### src/rtl/uart_rx.sv
// uart_rx: oversampled UART receiver with parity/framing/overrun flags; ports: bclk, rst_n, rx, rate_sel, pen, eps, wls, rx_rd in; rx_dout, rx_done, rx_valid, pe, fe, oe, rx_busy out
module uart_rx #(
  parameter int SYNC_STAGES = 2
) (
  input  logic       bclk,
  input  logic       rst_n,
  input  logic       rx,
  input  logic       rate_sel,
  input  logic       pen,
  input  logic       eps,
  input  logic [1:0] wls,
  input  logic       rx_rd,
  output logic [7:0] rx_dout,
  output logic       rx_done,
  output logic       rx_valid,
  output logic       pe,
  output logic       fe,
  output logic       oe,
  output logic       rx_busy
);
  typedef enum logic [2:0] {IDLE, START, DATA, PARITY, STOP} state_t;
  state_t state, state_nx;
  logic [SYNC_STAGES-1:0] rx_sync;
  logic rx_s, rx_q, rate_sel_s1, pen_s1, eps_s1, par_r, par_nx, tick, complete, par_err;
  logic [1:0] wls_s1;
  logic [3:0] count, count_nx, last, mid;
  logic [2:0] bit_idx, bit_idx_nx;
  logic [7:0] data_r, data_nx, word;
  assign rx_s = rx_sync[SYNC_STAGES-1];
  assign last = rate_sel_s1 ? 4'd12 : 4'd15;
  assign mid = rate_sel_s1 ? 4'd5 : 4'd7;
  assign tick = count == last;
  assign complete = state == STOP && tick;
  assign word = data_r & (8'hff >> (2'd3 - wls_s1));
  assign par_err = pen_s1 & (par_r ^ (^word) ^ ~eps_s1);
  assign rx_busy = state != IDLE;
  always_comb begin
    state_nx = state;
    count_nx = count + 4'd1;
    bit_idx_nx = bit_idx;
    data_nx = data_r;
    par_nx = par_r;
    case (state)
      IDLE: begin
        count_nx = '0;
        if (rx_q & ~rx_s) state_nx = START;
      end
      START: if (count == mid) begin
        count_nx = '0;
        state_nx = rx_s ? IDLE : DATA;
      end
      DATA: if (tick) begin
        count_nx = '0;
        data_nx[bit_idx] = rx_s;
        bit_idx_nx = bit_idx + 3'd1;
        if (bit_idx == {1'b0, wls_s1} + 3'd4) begin
          bit_idx_nx = '0;
          state_nx = pen_s1 ? PARITY : STOP;
        end
      end
      PARITY: if (tick) begin
        count_nx = '0;
        par_nx = rx_s;
        state_nx = STOP;
      end
      STOP: if (tick) begin
        count_nx = '0;
        state_nx = IDLE;
      end
      default: state_nx = IDLE;
    endcase
  end
  always_ff @(posedge bclk or negedge rst_n) begin
    if (!rst_n) begin
      rx_sync <= '1;
      rx_q <= 1'b1;
      {rate_sel_s1, pen_s1, eps_s1, wls_s1} <= '0;
      state <= IDLE;
      count <= '0;
      bit_idx <= '0;
      data_r <= '0;
      par_r <= 1'b0;
    end else begin
      rx_sync <= {rx_sync[SYNC_STAGES-2:0], rx};
      rx_q <= rx_s;
      {rate_sel_s1, pen_s1, eps_s1, wls_s1} <= {rate_sel, pen, eps, wls};
      state <= state_nx;
      count <= count_nx;
      bit_idx <= bit_idx_nx;
      data_r <= data_nx;
      par_r <= par_nx;
    end
  end
  // A read coinciding with completion loses: the new word is valid and no overrun is flagged.
  always_ff @(posedge bclk or negedge rst_n) begin
    if (!rst_n) begin
      rx_dout <= '0;
      {rx_done, rx_valid, pe, fe, oe} <= '0;
    end else if (complete) begin
      rx_done <= 1'b1;
      rx_dout <= word;
      pe <= par_err;
      fe <= ~rx_s;
      rx_valid <= 1'b1;
      oe <= rx_valid & ~rx_rd;
    end else begin
      rx_done <= 1'b0;
      if (rx_rd & rx_valid) begin
        rx_valid <= 1'b0;
        oe <= 1'b0;
      end
    end
  end
endmodule
### config.mk
export PLATFORM = sky130hd
export DESIGN_NAME = uart_rx
export DESIGN_NICKNAME = d
export VERILOG_FILES = /design/src/rtl/uart_rx.sv
export SDC_FILE = /design/constraint.sdc
export NUM_CORES = 1
export LEC_CHECK = 0
export CAP_MARGIN = 20
export CORE_ASPECT_RATIO = 1.1
export CORE_MARGIN = 1
export CORE_UTILIZATION = 25
export CTS_CLUSTER_DIAMETER = 80
export CTS_CLUSTER_SIZE = 30
export DETAILED_ROUTE_END_ITERATION = 10
export HOLD_SLACK_MARGIN = 0.08
export PLACE_DENSITY_LB_ADDON = 0.1
export SETUP_SLACK_MARGIN = 0.05
export SYNTH_ARGS = -nofsm -noshare
export SYNTH_HDL_FRONTEND = slang
export SYNTH_SLANG_ARGS = --single-unit
### constraint.sdc
create_clock -name bclk -period 2 [get_ports bclk]
set_clock_uncertainty 0.15 [all_clocks]
set_input_delay 0.4 -clock bclk [delete_from_list [all_inputs] [get_ports bclk]]
set_output_delay 0.4 -clock bclk [all_outputs]
set_load 0.02 [all_outputs]
=== Word level (Yosys, flattened, before mapping) ===
Index checks and enable logic that the tools add are counted.
Widths: inputs -> output; s select.

* Register bits after elaboration: 40
* Bits of input ports: 9
* Output and inout port bits: 14
* Word-level logic and storage cells: 79

* Add/sub/neg operators: 4
* Order comparisons: 2
* Equality and inequality tests: 13
* Shift-type cells: 1
* Multiplexer cells: 22
* Bitwise logic cells: 10
* Reductions and logical operators: 10

{| class="wikitable"
|+ Operators with widths
! operator !! count
|-
| $mux 3 || 8
|-
| $pmux 3 s5 || 1
|-
| $ne 2x2->1 const B || 6
|-
| $pmux 4 s3 || 1
|-
| $and 8x8->8 || 1
|-
| $bwmux 8 || 1
|-
| $mux 4 || 2
|-
| $reduce_xor 8->1 || 1
|-
| $shr 8x2->8 const A || 1
|-
| $eq 3x2->1 const B || 2
|-
| $mux 2 || 3
|-
| $reduce_and 6->1 || 1
|-
| $mux 1 || 5
|-
| $add 4x1->4 const B || 1
|-
| $and 1x1->1 || 4
|-
| $eq 4x3->1 || 1
|-
| $eq 4x4->1 || 1
|-
| $lt 3x4->1 const B || 1
|-
| $reduce_and 2->1 || 2
|-
| $add 2x3->3 const B || 1
|-
| $add 3x1->3 const B || 1
|-
| $demux 1 s3 || 1
|-
| $eq 3x1->1 const B || 1
|-
| $eq 3x3->1 || 1
|-
| 10 further kinds || 14
|}

=== Depth between registers and ports, before layout ===
Gate-level depths: netlist of run 1.

* Depth after elaboration: 7
* Depth in mapped cells: 6
* Depth with buffers taken out: 5

=== Worst setup path before layout of run 1 ===
Ideal clock, no wire load.

* Path kind: reg2reg
* Start: reg count[1]
* End: reg data_r[1]
* Setup time: 128 ps
* Data arrival time: 1569 ps
* Data required time: 1722 ps
* Slack: 153 ps
* Stages on the path, launching flop included: 5
* Path buffers: 0
* Period minus slack after synthesis: 1847 ps
* Cells stage by stage: dfrtp_1 -> nor3b_2 -> o2111ai_4 -> nor4b_2 -> mux2_1

* Longest elaborated chain between the ends: 2

{| class="wikitable"
|+ Ends and longest elaborated chain
! what !! line !! RTL
|-
| start, declared || 26 || <nowiki>logic [3:0] count, count_nx, last, mid;</nowiki>
|-
| start signal, assigned || 88 || <nowiki>count <= count_nx;</nowiki>
|-
| $eq 4x4->1 || 32 || <nowiki>assign tick = count == last;</nowiki>
|-
| $reduce_and 2->1 (no line) || - ||
|-
| end signal, assigned || 90 || <nowiki>data_r <= data_nx;</nowiki>
|-
| end, declared || 28 || <nowiki>logic [7:0] data_r, data_nx, word;</nowiki>
|}

Every way passes these cells.
A chain may end at the register's enable or synchronous reset.

=== Worst setup path in the final report of run 1 ===
* Start: reg state[0]
* End: out rx_busy

* Longest elaborated chain between the ends: 1

{| class="wikitable"
|+ Ends and longest elaborated chain
! what !! line !! RTL
|-
| start, declared || 22 || <nowiki>state_t state, state_nx;</nowiki>
|-
| start signal, assigned || 87 || <nowiki>state <= state_nx;</nowiki>
|-
| $reduce_bool 3->1 || 36 || <nowiki>assign rx_busy = state != IDLE;</nowiki>
|-
| end, declared || 19 || <nowiki>output logic rx_busy</nowiki>
|}

Every way passes these cells.

==> flow_summary.ini, run 1 <==
[setup_path]
worstPathArrival_ps = 1320
cp.required_ps = 1450
path_class = reg -> out
rrSetupSlack_ps = 140
cpPeakStageDelay_ps = 470
crit_path_end_kind = output pin
critical_path.top_delay_family = flip-flops
cp.buffers_inverters = 1
slowest_stage = dfrtp_1
crit_chain = nor2_2 > nand2_1 > dlygate4sd2_1
worstPathMaxFanout = 7
crit_path_start_kind = flip-flop

[global_route]
grt_pass1_wl_um = 7320
antenna_found_initial = 0
grt_max_degree = 22
track_usage = 0.119
grt.overflow.total = 0
grt_pass1_vias = 1500

[drt]
route.met3.wl_um = 109
viasPerCell = 4.79
routed-wl-met2_um = 2090
drcViolationCount = 0
drt-met1-wl_um = 1920
routed_wl_um = 4170
route.vias.total = 1414
firstDrtPassIters = 4
drtIter0Drc = 87
top_layer = met4
wire_per_inst_um = 14.1
ant_nets = 0

[cts]
cts_buffers = 5
cts_tree = built
clock_latency_ps = 290
post_cts_buffers = 0
cts_sinks = 40
clockBufferDepth = 2
cts.clk_slew.worst_paths_ps = 70
cts-root-buf = clkbuf_8
htree_levels = 2

[yosys]
seq_area_frac_synth = 0.526
synth_top_cell_by_area = dfrtp_1
syn_avg_cell_area_sq_um = 11.0
synth_ff_type = dfrtp_1
synth.most_common_cell = dfrtp_1
yosysTopAreaCellShare = 0.484
syn_inst = 174
synth_edf_count = 0
yosys-top-cells-count = dfrtp_1, nand2_1, o21ai_1, o31ai_1
synth_cell_types = 44
synthesis.area_sq_um = 1910
ys_ff_latch = 40
yosys_warnings = 0
synth_area_leaders = dfrtp_1, nand2_1, dfstp_2, o21ai_1, o31ai_1
synth_nets = 185
synthArstFlopShare = 1.00

[sta]
timing_hold_violations_final = 0
rsz0062_at_grt = true
finalSetupViolations = 0
setup-tns-final_ps = 0
layout_min_cycle_time_ps = 1870
fin_ws_ps = 132
fmax_mhz = 535
holdWs_ps = 209
worst_pin_slew_ps = 484
finalCritPeriodShare = 0.934
maxSlewHeadroom = 0.678
report.final.slew_viol_count = 0

[floorplan]
die_h_um = 93.7
initial_core_util = 0.257
num_io_pins = 23
num_rows = 33
core-area_sq_um = 7430
design.die.area_sq_um = 8000
die_w_um = 85.4

[worst_hold_path]
hp-class = reg -> reg

[placement]
dp_slack_ps = 110
hpwl_um = 3120
io_buffer_count = 22
gp_congestion = 0.704

[pwr]
power.density_nw_per_um2 = 803
ir_drop_mv = 0.346
power_mw = 1.95
p_leak_nw = 1.04

[flow_run]
drv_cap = 0

[final_layout]
syn2layout_area_growth_pct = 27.1
drive_gt1_frac = 0.178
nets = 218
diodes = 0

[run_status]
status = finished clean
final timing paths:
check | startpoint | to | cells past startpoint
max in group asynchronous | rst_n | bit_idx[0] | 3
hold / removal | rx_sync[0] | rx_sync[1] | 0
min in group asynchronous | rst_n | rx_dout[2] | 2
setup reg to reg | count[1] | pe | 4
setup / recovery | state[0] | rx_busy | 3
hold reg to reg | rx_sync[0] | rx_sync[1] | 0
routing by layer:
layer  GRT usage  up-vias
li1            -      693
met1       0.141      692
met4      0.0375        0
met2       0.210       23
met3      0.0299        6
met5           0        -
layout make-up:
cell class / instances / area, sq um
flip-flops and latches: 40 / 1010
multi-input cells: 121 / 875
clock inverters: 2 / 10.0
clock buffers: 6 / 82.6
well taps: 87 / 109
fillers: 763 / 5000
repair buffers: 33 / 324
inverters: 6 / 22.5
kinds of logic (layout without fill, tap and decap cells):
family,Yosys count,after routing,synth area share
AND/OR/NAND/NOR,63,63,0.186
multiplexers,5,5,0.0288
buffers and inverters,13,47,0.0347
AO/OA/AOI/OAI,42,42,0.156
adder cells (fa/ha/maj),2,2,0.0131
XOR/XNOR,9,9,0.0556
flip-flops,40,40,0.526
sequential cells by signal (all words and copies together), names as in the netlist:
register     cells
bit_idx          3
data_r           8
rx_dout          8
rx_valid         1
rate_sel_s1      1
pe               1
eps_s1           1
par_r            1
count            4
rx_done          1
oe               1
wls_s1           2
fe               1
state            3
pen_s1           1
rx_q             1
rx_sync          2
per-stage QoR:
stage | std cells | cell area, sq um | util
floorplan | 174 | 1910 | -
global placement | 286 | 2290 | 0.308
detailed placement | 286 | 2290 | 0.308
CTS | 295 | 2390 | 0.322
global route | 295 | 2430 | 0.327
finish | 295 | 2430 | 0.327
report_power, final:
part           total [mW]  internal, mW  switching [mW]
clock network       0.550         0.275           0.275
registers            1.01         0.888           0.120
logic               0.393         0.196           0.198
worst reg2reg max path, stage by stage, from the launching register on:
cell and delay, ps:
dfrtp_2 460, or3b_4 440, a2111oi_4 390, nor4b_4 240
a211o_1 120
cell usage in the layout (no fill, tap or decap), types with 5 or more instances in the layout:
cell type	count
dfrtp_1	35
nand2_1	31
clkdlybuf4s50_1	20
o21ai_1	13
buf_4	8
o31ai_1	7
clkbuf_8	6
xnor2_1	5
o21ai_0	5
timing repair:
action	in CTS	in global routing
endpoints found under the setup margin	1	12
gates resized for setup	1	9
pin swaps	0	1
hold buffers	1	0
endpoints found under the hold margin	16	0
(Power assumes the default switching activity.)
==> run 2, diff against run 1 <==
--- a/config.mk
+++ b/config.mk
@@ -8,7 +8,7 @@
 export CAP_MARGIN = 20
 export CORE_ASPECT_RATIO = 1.1
 export CORE_MARGIN = 1
-export CORE_UTILIZATION = 25
+export CORE_UTILIZATION = 30
 export CTS_CLUSTER_DIAMETER = 80
 export CTS_CLUSTER_SIZE = 30
 export DETAILED_ROUTE_END_ITERATION = 10
==> constraint.sdc (replaced) <==
create_clock -name bclk -period 2 [get_ports bclk]
set_clock_uncertainty 0.15 [all_clocks]
set_input_delay 0.4 -clock bclk [delete_from_list [all_inputs] [get_ports bclk]]
set_output_delay 0.4 -clock bclk [all_outputs]
set_load 0.01 [all_outputs]
==> run 2 against run 1 <==
Flip-flop and latch count is the same. Setup slack improved by 3.3 ps. Final cell count stayed put. Sequential share of layout area is 1.1 points lower. Total power grew 11%. Clock power rose by 30%. Final area rose by 2.7%. Count of clock-buffer cells in the layout grew 1. Core utilization increased by 7.8 points. Largest power group unchanged.
==> flow_summary.ini, run 2 (synthesis results as in run 1) <==
[sta]
report.final.slew_viol_count = 0
fmax_mhz = 536
finalCritPeriodShare = 0.932
worst_pin_slew_ps = 453
finalSetupViolations = 0
layout_min_cycle_time_ps = 1860
fin_ws_ps = 135
maxSlewHeadroom = 0.698
timing_hold_violations_final = 0
setup-tns-final_ps = 0
rsz0062_at_grt = true

[final_layout]
final_cell_mix = dfrtp_1, nand2_1, clkdlybuf4s50_1
drive_gt1_frac = 0.195
fin_cells = 295
utilization = 0.405
reg_top3 = data_r: 8 flops, rx_dout: 8 flops, count: 4 flops
nets = 225
syn2layout_area_growth_pct = 30.5
diodes = 0
layout_commonest_cell = dfrtp_1

[flow_run]
drv_cap = 0

[pwr]
ir_drop_mv = 0.391
power.density_nw_per_um2 = 865
p_leak_nw = 1.08

[floorplan]
die_w_um = 78.1
num_rows = 30
initial_core_util = 0.311
design.die.area_sq_um = 6700
die_h_um = 85.7
num_io_pins = 23
core-area_sq_um = 6160

[placement]
io_buffer_count = 22
hpwl_um = 2980
dp_slack_ps = 86.4
gp_congestion = 0.766
dp.cells = 285

[drt]
wire_per_inst_um = 13.3
route.vias.total = 1399
routed_wl_um = 3940
drtIter0Drc = 53
viasPerCell = 4.74
firstDrtPassIters = 4
ant_nets = 0
drcViolationCount = 0

[setup_path]
critical_path.top_delay_family = simple AND/OR/NAND/NOR gates
cpPeakStageDelay_ps = 400
crit_path_end_kind = flip-flop
cp.buffers_inverters = 1
crit_path_start_kind = flip-flop
cp.required_ps = 2080
worstPathArrival_ps = 1950
worstPathMaxFanout = 9
crit_chain = buf_4 > nand4bb_2 > a2111oi_4 > nor4b_2 > a211o_1
slowest_stage = dfrtp_1
path_class = reg -> reg

[cts]
cts.clk_slew.worst_paths_ps = 80
clock_latency_ps = 290
cts-root-buf = clkbuf_8
cts_tree = built
htree_levels = 2
cts_buffers = 5
clockBufferDepth = 2
cts_sinks = 40

[global_route]
grt_max_degree = 23
grt.overflow.total = 0
track_usage = 0.137
antenna_found_initial = 0
grt_pass1_wl_um = 7100
grt_pass1_vias = 1468

[worst_hold_path]
hp-class = reg -> reg

[run_status]
status = finished clean
-- run 2: power breakdown --
part           switching (mW)  internal, mW  total (mW)  leakage, nW
Sequential             0.0815         0.886       0.967        0.525
Combinational           0.240         0.236       0.475        0.491
Clock                   0.275         0.440       0.715       0.0645
-- run 2: worst paths after layout --
kind                                  from     endpoint  cells past startpoint  slack [ps]
worst max-delay path              state[1]           pe                      5         140
worst min-delay path            rx_sync[0]   rx_sync[1]                      0         210
worst max register to register    state[1]           pe                      5         140
worst min register to register  rx_sync[0]   rx_sync[1]                      0         210
max in group asynchronous            rst_n   rx_dout[3]                      3         790
min in group asynchronous            rst_n  rate_sel_s1                      2         440
-- run 2: layer usage --
metal  GRT usage  up-vias  routed length (um)
met5           0        -                   0
met4      0.0505        0                  62
met3      0.0351        6                 106
met2       0.236       19                2010
met1       0.165      676                1760
li1            -      698                   -
-- run 2: layout make-up --
| class | count | area [sq um] |
|---|---|---|
| clock buffer | 7 | 96.3 |
| fill | 624 | 3660 |
| multi-input combinational | 121 | 876 |
| sequential | 40 | 1010 |
| timing repair buffer | 40 | 364 |
| tap | 80 | 100 |
| inverter | 6 | 22.5 |
| clock inverter | 1 | 30.0 |
-- run 2: per-stage QoR --
stage / instance area (sq um) / total power [mW] / hold slack [ps]
2_1_floorplan: 1910 / 1.24 / -45.6
3_3_place_gp: 2320 / 1.43 / 197
6_report: 2490 / 2.16 / 207
5_1_grt: 2490 / 2.30 / 210
4_1_cts: 2460 / 2.17 / 207
3_5_place_dp: 2320 / 1.44 / 197
-- run 2: timing repair --
item / CTS / global route
buffers inserted: 1 / 0
resized for setup: 3 / 5
endpoints found under the hold margin: 15 / 0
pin swaps: 0 / 1
hold buffers: 1 / 0
setup endpoints to repair: 1 / 11
==> run 3, diff against run 2 <==
--- a/config.mk
+++ b/config.mk
@@ -6,6 +6,8 @@
 export NUM_CORES = 1
 export LEC_CHECK = 0
 export CAP_MARGIN = 20
+export CELL_PAD_IN_SITES_DETAIL_PLACEMENT = 1
+export CELL_PAD_IN_SITES_GLOBAL_PLACEMENT = 2
 export CORE_ASPECT_RATIO = 1.1
 export CORE_MARGIN = 1
 export CORE_UTILIZATION = 30
@@ -14,6 +16,7 @@
 export DETAILED_ROUTE_END_ITERATION = 10
 export HOLD_SLACK_MARGIN = 0.08
 export PLACE_DENSITY_LB_ADDON = 0.1
+export RECOVER_POWER = 100
 export SETUP_SLACK_MARGIN = 0.05
 export SYNTH_ARGS = -nofsm -noshare
 export SYNTH_HDL_FRONTEND = slang
==> run 3 against run 2 <==
Fmax fell by 0.89%. Die area unchanged. Highest routed layer unchanged. Register-to-register slack worse by 20 ps. Sequential power about the same. Core utilization down 0.59 points. Final cell count fell by 1.0%. Via count up 2.9%.
==> flow_summary.ini, run 3 (synthesis results as in run 1) <==
[placement]
gp_congestion = 0.732
dp.cells = 278
hpwl_um = 3270
dpl_cell_area_sq_um = 2280
io_buffer_count = 22

[final_layout]
layout_commonest_cell = dfrtp_1
reg_top3 = data_r: 8 flops, rx_dout: 8 flops, count: 4 flops
fin_cells = 292
nFillCells = 695
final_cell_mix = dfrtp_1, nand2_1, dlygate4sd3_1
utilization = 0.399
multiInputGateArea_sq_um = 851
diodes = 0
nets = 222
ff_latch_area_sq_um = 1010
syn2layout_area_growth_pct = 28.6
drive_gt1_frac = 0.184
design_area_sq_um = 2460

[sta]
worst_pin_slew_ps = 442
maxSlewHeadroom = 0.703
layout_min_cycle_time_ps = 1880
rsz0062_at_grt = true
fmax_mhz = 531
timing_hold_violations_final = 0
finalCritPeriodShare = 0.941
setup-tns-final_ps = 0
finalSetupViolations = 0
report.final.slew_viol_count = 0

[setup_path]
crit_path_start_kind = flip-flop
cp.depth = 5
critical_path.top_delay_family = flip-flops
crit_path_end_kind = flip-flop
cp.buffers_inverters = 1
cpPeakStageDelay_ps = 460
reg2regPathDepth = 5
path_class = reg -> reg
slowest_stage = dfrtp_2
cp.required_ps = 2030
crit_chain = or3b_4 > a211o_1 > buf_12 > mux2i_1 > a21oi_1
worstPathMaxFanout = 16
worstPathArrival_ps = 1910

[cts]
cts-root-buf = clkbuf_8
clock_latency_ps = 290
cts_tree = built
cts_sinks = 40
clockBufferDepth = 2
htree_levels = 2
cts.clk_slew.worst_paths_ps = 80
cts_buffers = 5

[global_route]
grt_pass1_vias = 1613
grt_pass1_wl_um = 8040
grt.overflow.total = 0
antenna_found_initial = 0
grt_max_degree = 41
track_usage = 0.153

[floorplan]
num_rows = 30
die_h_um = 85.7
die_w_um = 78.1
design.die.area_sq_um = 6700
initial_core_util = 0.311
core-area_sq_um = 6160
num_io_pins = 23

[pwr]
switching_share = 0.280
p_comb_frac = 0.221
p_leak_nw = 1.11
pwr-share-seq = 0.446
intPower_mw = 1.57
p_switching_mw = 0.609
power.density_nw_per_um2 = 885
power.share.clock = 0.333
ir_drop_mv = 0.492

[drt]
ant_nets = 0
viasPerCell = 4.93
firstDrtPassIters = 2
route.vias.total = 1440
routed_wl_um = 4570
wire_per_inst_um = 15.7
drtIter0Drc = 51
drcViolationCount = 0

[flow_run]
drv_cap = 0

[worst_hold_path]
holdPathStages = 0
hp-class = reg -> reg

[run_status]
status = finished clean
run 3: cell count changes in the layout (fill, tap and decap cells not counted), sizes merged:
cell | before | now
clkdlybuf4s50 | 20 | 1
dlygate4sd3 | 1 | 20
buf | 18 | 12
clkbuf | 7 | 10
run 3: what timing repair did:
item	4_1_cts	5_1_grt
hold buffers	1	0
pin swaps	0	0
setup endpoints to repair	1	12
resized for setup	5	7
hold endpoints to repair	37	0
buffers inserted	4	1
run 3: power groups by stage:
stage                     clock [mW]  sequential, mW  combinational (mW)
final                          0.725           0.970               0.481
after detailed placement           0            1.01               0.398
after global routing           0.778           0.982               0.537
after CTS                      0.749           0.973               0.469
after global placement             0            1.00               0.380
after floorplan                    0           0.973               0.262
run 3: worst paths after layout:
path                            startpoint    endpoint  slack, ps
worst max-delay path              count[1]          oe        120
worst min-delay path            rx_sync[0]  rx_sync[1]        220
worst max register to register    count[1]          oe        120
worst min register to register  rx_sync[0]  rx_sync[1]        220
max in group asynchronous            rst_n        rx_q        930
min in group asynchronous            rst_n  rx_dout[2]        510
run 3: layout make-up:
type,count,area share
repair buffers,37,0.142
clock buffers,7,0.0392
clock inverters,1,0.0122
flip-flops and latches,40,0.410
multi-input cells,121,0.346
well taps,80,0.0407
inverters,6,0.00916
run 3: worst reg2reg max path: cells and delay by family, from the launching register on:
| family | cells | cell delay [ps] |
|---|---|---|
| DFF | 1 | 460 |
| and+or+nand+nor | 1 | 420 |
| muxes | 1 | 150 |
| buffers and inverters | 1 | 170 |
| AOI/OAI and AO/OA | 2 | 410 |
run 3: routing by layer:
metal  vias up  wire [um]  track usage
met3         4        125       0.0309
met1       724       2040        0.181
met4         0         53       0.0455
met5         -          0            0
met2        20       2350        0.278
li1        692          -            -
run 3: stage by stage:
step	hold WS (ps)	setup slack [ps]	total power, mW
after detailed placement	201	82.0	1.41
after CTS	213	61.0	2.19
final	217	118	2.18
after global placement	196	124	1.38
after global routing	226	21.1	2.30
after floorplan	-45.6	153	1.24
